File: src/rtl/midi_byte_parser.sv
`timescale 1ns/1ps
// midi_byte_parser
// Turns a stream of received UART bytes into MIDI message fields. It tracks
// running status and message position, reports real-time bytes on their own
// strobe, abandons partial messages after an idle timeout and counts framing
// errors.
//
// Ports
//   reg_clk      : clock, all logic on the rising edge
//   reset        : synchronous active-high reset
//   rx_valid     : one-cycle strobe, rx_data/rx_err hold a received byte
//   rx_data      : received byte
//   rx_err       : framing error, qualified by rx_valid
//   byteready    : one-cycle pulse, cur_status/midibyte_nr/midi_in_data are new
//   cur_status   : active (running) status byte, 8'h00 = none
//   midibyte_nr  : 0 = status byte, 1..n = data byte position
//   midi_in_data : byte being reported
//   rt_valid     : one-cycle pulse for a real-time byte (F8-FF)
//   rt_data      : real-time byte
//   sysex_end    : one-cycle pulse when a sysex message terminates or aborts
//   err_cnt      : framing-error count, saturates at 255
//
// state  | meaning
// IDLE   | no active status, data bytes are discarded
// CHAN   | channel message running status (80-EF)
// SYSCOM | system common message (F1-F6) in progress
// SYSEX  | system exclusive (F0) in progress
module midi_byte_parser #(
    parameter int TIMEOUT_CYCLES = 50_000
) (
    input  logic       reg_clk,
    input  logic       reset,
    input  logic       rx_valid,
    input  logic [7:0] rx_data,
    input  logic       rx_err,
    output logic       byteready,
    output logic [7:0] cur_status,
    output logic [7:0] midibyte_nr,
    output logic [7:0] midi_in_data,
    output logic       rt_valid,
    output logic [7:0] rt_data,
    output logic       sysex_end,
    output logic [7:0] err_cnt
);

    localparam int TMR_W = $clog2(TIMEOUT_CYCLES + 1);
    localparam logic [TMR_W-1:0] TMR_LOAD = TMR_W'(TIMEOUT_CYCLES);
    localparam logic [TMR_W-1:0] TMR_ONE  = TMR_W'(1);

    typedef enum logic [1:0] {IDLE, CHAN, SYSCOM, SYSEX} state_t;

    state_t           state;
    logic [1:0]       msg_len;
    logic [TMR_W-1:0] idle_tmr;
    logic             clear_pend;
    logic [7:0]       len_ext;
    logic [7:0]       nr_sat;

    // Number of data bytes that follow a status byte (F0 handled separately).
    function automatic logic [1:0] len_of(input logic [7:0] s);
        logic [1:0] n;
        n = 2'd2;
        if (s[7:5] == 3'b110) begin
            n = 2'd1;
        end else if (s[7:4] == 4'hF) begin
            case (s)
                8'hF1, 8'hF3: n = 2'd1;
                8'hF2:        n = 2'd2;
                default:      n = 2'd0;
            endcase
        end
        return n;
    endfunction

    assign len_ext = {6'd0, msg_len};
    assign nr_sat  = (midibyte_nr == 8'hFF) ? 8'hFF : midibyte_nr + 8'd1;

    always_ff @(posedge reg_clk) begin
        if (reset) begin
            state        <= IDLE;
            msg_len      <= 2'd0;
            idle_tmr     <= '0;
            clear_pend   <= 1'b0;
            byteready    <= 1'b0;
            cur_status   <= 8'h00;
            midibyte_nr  <= 8'h00;
            midi_in_data <= 8'h00;
            rt_valid     <= 1'b0;
            rt_data      <= 8'h00;
            sysex_end    <= 1'b0;
            err_cnt      <= 8'h00;
        end else begin
            byteready <= 1'b0;
            rt_valid  <= 1'b0;
            sysex_end <= 1'b0;

            // A completed system message shows its status with the final
            // byteready, then drops to "none" on the following cycle.
            if (clear_pend) begin
                cur_status <= 8'h00;
                clear_pend <= 1'b0;
            end

            if (rx_valid && rx_err) begin
                if (err_cnt != 8'hFF) begin
                    err_cnt <= err_cnt + 8'd1;
                end
                midibyte_nr <= 8'h00;
                idle_tmr    <= '0;
                if (state == SYSEX || state == SYSCOM) begin
                    state      <= IDLE;
                    cur_status <= 8'h00;
                end
                if (state == SYSEX) begin
                    sysex_end <= 1'b1;
                end
            end else if (rx_valid && rx_data >= 8'hF8) begin
                // Real-time bytes are transparent: the idle timer is frozen.
                rt_valid <= 1'b1;
                rt_data  <= rx_data;
            end else if (rx_valid) begin
                idle_tmr <= TMR_LOAD;
                if (!rx_data[7]) begin
                    case (state)
                        CHAN: begin
                            byteready    <= 1'b1;
                            midi_in_data <= rx_data;
                            midibyte_nr  <= (midibyte_nr >= len_ext) ? 8'd1 : midibyte_nr + 8'd1;
                        end
                        SYSCOM: begin
                            if (midibyte_nr < len_ext) begin
                                byteready    <= 1'b1;
                                midi_in_data <= rx_data;
                                midibyte_nr  <= midibyte_nr + 8'd1;
                                if (midibyte_nr + 8'd1 == len_ext) begin
                                    state      <= IDLE;
                                    clear_pend <= 1'b1;
                                end
                            end
                        end
                        SYSEX: begin
                            byteready    <= 1'b1;
                            midi_in_data <= rx_data;
                            midibyte_nr  <= nr_sat;
                        end
                        default: ;
                    endcase
                end else if (rx_data == 8'hF7) begin
                    if (state == SYSEX) begin
                        byteready    <= 1'b1;
                        midi_in_data <= rx_data;
                        midibyte_nr  <= nr_sat;
                        sysex_end    <= 1'b1;
                        state        <= IDLE;
                        clear_pend   <= 1'b1;
                    end
                end else begin
                    // New status 80-F6; a sysex in progress is implicitly ended.
                    if (state == SYSEX) begin
                        sysex_end <= 1'b1;
                    end
                    cur_status   <= rx_data;
                    midibyte_nr  <= 8'h00;
                    byteready    <= 1'b1;
                    midi_in_data <= rx_data;
                    msg_len      <= len_of(rx_data);
                    clear_pend   <= 1'b0;
                    if (rx_data < 8'hF0) begin
                        state <= CHAN;
                    end else if (rx_data == 8'hF0) begin
                        state <= SYSEX;
                    end else if (len_of(rx_data) == 2'd0) begin
                        state      <= IDLE;
                        clear_pend <= 1'b1;
                    end else begin
                        state <= SYSCOM;
                    end
                end
            end else if (idle_tmr != '0) begin
                idle_tmr <= idle_tmr - TMR_ONE;
                if (idle_tmr == TMR_ONE) begin
                    if (state == CHAN && midibyte_nr != 8'h00 && midibyte_nr < len_ext) begin
                        midibyte_nr <= 8'h00;
                    end
                    if (state == SYSEX) begin
                        sysex_end  <= 1'b1;
                        state      <= IDLE;
                        cur_status <= 8'h00;
                    end
                end
            end
        end
    end

endmodule

File: config.mk
export PLATFORM = sky130hd
export DESIGN_NAME = midi_byte_parser
export DESIGN_NICKNAME = d
export VERILOG_FILES = /design/src/rtl/midi_byte_parser.sv
export SDC_FILE = /design/constraint.sdc
export NUM_CORES = 1
export LEC_CHECK = 0
export BUFFER_PORTS_ARGS = -buffer_cell sky130_fd_sc_hd__clkbuf_2
export CORE_MARGIN = 2
export CORE_UTILIZATION = 50
export CTS_BUF_LIST = sky130_fd_sc_hd__clkbuf_8
export CTS_CLUSTER_SIZE = 12
export DETAILED_ROUTE_END_ITERATION = 10
export GPL_ROUTABILITY_DRIVEN = 1
export PLACE_DENSITY = 0.86
export SLEW_MARGIN = 10
export SYNTH_ARGS = -nofsm -noshare
export SYNTH_HDL_FRONTEND = slang
export SYNTH_SLANG_ARGS = --single-unit
File: constraint.sdc
create_clock -name reg_clk -period 2.4 [get_ports reg_clk]
set_input_delay 0.24 -clock reg_clk [delete_from_list [all_inputs] [get_ports reg_clk]]
set_output_delay 0.24 -clock reg_clk [all_outputs]
set_load 0.01 [all_outputs]
==> run summary <==
Outcome
• result of the run: complete, no violations

Setup path
• worst reg-to-reg path cell count: 5
• required time of the worst setup path: 2.63 ns
• setup slack on the worst flop-to-flop path: 0.04 ns
• startpoint of the lowest-slack register-to-register path: idle_tmr[4]
• Max FO, Critical Path: 15
• kind of launch point of the worst setup path: register
• data arrival time of the critical path: 2.59 ns
• Setup CP Type: register to register
• r2r endpoint: midibyte_nr[4]
• CP endpoint kind: register

Placement
• sum of net half-perimeters after detailed placement: 6200 um
• DP Area: 3730 um^2
• routability congestion estimate from global placement: 0.933
• worst setup timing slack at the placement stage: -0.0889 ns
• number of buffers added on ports: 54

Clock network
• clock root cell: sky130_fd_sc_hd__clkbuf_8
• CTS tree: built
• Clock Pin Slew Worst Setup and Hold Paths: 0.07 ns
• Longest Clk Path Bufs: 2
• TritonCTS Buffers: 9
• number of sinks driven by the clock tree: 64
• htree depth: 3
• clock latency on the worst-skew pair: 0.34 ns
• hold buffer count at cts: 0

STA
• clock period minus worst slack: 2.36 ns
• Final Slew Violations: 0
• Rel. slew slack: 60.6%
• final-layout setup total negative slack: 0 ns
• Worst Max-Slew Pin Slew: 0.590 ns
• Achievable Freq: 0.424 GHz
• number of endpoints failing setup at the final stage: 0
• Layout Skew: 0.00851 ns
• count of endpoints failing hold in the final timing report: 0
• share of the clock period used by the worst path: 98.2%
• Min Hold Slack: 0.192 ns
• crit path setup slack, layout: 0.0431 ns

Logic synthesis
• number of enable flip-flop cells after synthesis: 0
• FF+latch count, synth: 64
• number of nets in the synthesized netlist: 416
• share of flip-flops with an asynchronous set or reset after synthesis: 0%
• syn_area_per_cell: 8.22 um^2
• area share of the largest cell type after synthesis: 39.2%
• sequential element share of the synthesized area: 39.2%
• Cell variety after synth: 57
• Synthesis Warnings: 0
• synthesized area: 3260 um^2
• synthesized netlist cell count: 397
• largest area contributor in the synthesized netlist: sky130_fd_sc_hd__dfxtp_1
• leading post-synthesis cells by cell area: sky130_fd_sc_hd__dfxtp_1 39%, sky130_fd_sc_hd__nor2_1 6.7%, sky130_fd_sc_hd__a21oi_1 4.3%, sky130_fd_sc_hd__nand2_1 3.6%, sky130_fd_sc_hd__xor2_1 3.5%
• predominant post-synthesis flop cell: sky130_fd_sc_hd__dfxtp_1

GRT
• vias in the first global route: 3112
• first-pass GRT wire length: 14500 um
• all-layer global routing usage: 25.0%
• largest net degree at the start of global routing: 31
• grt total ovfl: 0
• initial antenna violation count: 0

Worst hold path
• Worst Hold Class: primary input to register
• Hold EP: cur_status[4]
• worst hold start: rx_data[4]
• Cells on Worst Hold Path: 2

Cells and area
• P&R area growth vs syn: 23.8%
• commonest non-fill, non-tap cell in the layout: sky130_fd_sc_hd__dfxtp_1
• highest-count cells in the layout ignoring fill and taps: 64 x sky130_fd_sc_hd__dfxtp_1, 58 x sky130_fd_sc_hd__nor2_1, 54 x sky130_fd_sc_hd__clkbuf_2
• number of diodes added for antenna fixing: 0
• number of nets in the layout: 486
• summed area of non-filler cells in the final layout: 4040 um^2
• layout cell share with drive strength beyond 1: 24.8%

Power and ir drop
• peak ir drop on the vdd network: 475 uV
• leakage power summed over all cells: 1.75 nW
• cell area power density: 680 nW/um^2
• overall power consumption: 2.75 mW

Floorplan
• Row Count: 29
• initial cell density of the core: 51.4%
• Die Wd: 84.8 um
• IO Count: 55
• DIE AREA: 7190 um^2
• core box area: 6350 um^2
• die height: 84.8 um

Flow run
• number of violations of the max-capacitance limit: 0

Routing
• detailed-route via count: 3312
• Vias/cell: 6.03
• drt initial violations: 348
• number of remaining DRC errors: 0
• post-detailed-route wirelength per cell: 16.3 um
• number of optimization iterations in the first detailed-route pass: 5
• wirelength, routed: 8980 um
• Routed Antenna Nets: 0

per-stage QoR:
stage / util, % / instances
global placement: 58.8 / 532
finish: 63.6 / 549
global route: 63.6 / 549
CTS: 62.9 / 548
floorplan: - / 397
detailed placement: 58.8 / 532
state kept, by name, summed over array words and instances (netlist names):
name,flops
byteready,1
cur_status,8
idle_tmr,16
rt_valid,1
sysex_end,1
err_cnt,8
midibyte_nr,8
msg_len,2
state,2
midi_in_data,8
clear_pend,1
rt_data,8
power by group:
group	total, mW	switching, mW	leakage (nW)	internal [mW]
Combinational	0.437	0.256	1.10	0.182
Sequential	1.15	0.0415	0.520	1.10
Clock	1.16	0.440	0.127	0.723
Total	2.75	0.738	1.75	2.01
worst max-delay path by stage:
stage | to | depth (start not counted) | from | slack (ns)
final | midibyte_nr[4] | 5 | idle_tmr[4] | 0.04
after global routing | midibyte_nr[7] | 8 | msg_len[1] | -0.04
after CTS | midibyte_nr[7] | 8 | msg_len[1] | 0.005
after detailed placement | midibyte_nr[7] | 8 | msg_len[1] | -0.09
after global placement | midibyte_nr[7] | 8 | msg_len[1] | 0.009
after floorplan | cur_status[5] | 5 | idle_tmr[9] | 0.12
worst max-delay path, stage by stage (launching register included):
cell and delay (ns):
sky130_fd_sc_hd__dfxtp_1 0.37, sky130_fd_sc_hd__or4_4 0.59, sky130_fd_sc_hd__or2_2 0.34, sky130_fd_sc_hd__o31a_2 0.49, sky130_fd_sc_hd__and3_1 0.20, sky130_fd_sc_hd__a211o_1 0.26
layout make-up:
type,instances,area (um^2)
Sequential cell,64,1280
Timing Repair Buffer,80,465
Clock buffer,10,138
Multi-Input combinational cell,304,1910
Tap cell,77,96.3
Clock inverter,6,116
Fill cell,518,2310
Inverter,8,30.0
timing repair:
item / in CTS / in global routing
cloned: 0 / 0
resized for setup: 1 / 7
buffers inserted: 0 / 1
setup endpoints to repair: 3 / 10
pin swaps: 0 / 2
layer usage:
layer	wire (um)	track usage (%)
met1	3980	34.3
met4	208	12.6
met5	0	0
met2	4190	38.6
met3	593	3.64
cell families (layout without fill, tap and decap cells):
kind of cell | after synthesis | in the layout | share of synthesized area (%)
and+or+nand+nor | 182 | 182 | 28.7
AOI/OAI and AO/OA | 88 | 88 | 18.0
DFF | 64 | 64 | 39.2
buffers and inverters | 29 | 104 | 3.60
xor gates and xnor gates | 16 | 16 | 4.29
muxes | 11 | 11 | 3.41
adders and majority gates | 7 | 7 | 2.68
cells in the mapped netlist (all sizes together), types with 3 or more instances:
library cell  number
o2111ai            3
nor2b              3
nor3              11
a211o              5
and3               6
nor4               8
buf                8
nand3             20
o31a               3
nor2              58
o21ai             14
nand2b             8
a22o               5
dfxtp             64
a31oi              3
or3                9
nand4              6
or4                5
xor2              13
nor4b              3
o21a               4
o22ai              5
xnor2              3
o31ai              3
mux2i             10
o211ai             3
or2                5
clkbuf            13
ha                 7
a21oi             29
and4               3
nand2             31
inv                8
Note: power is estimated with default switching activity, not from simulation.
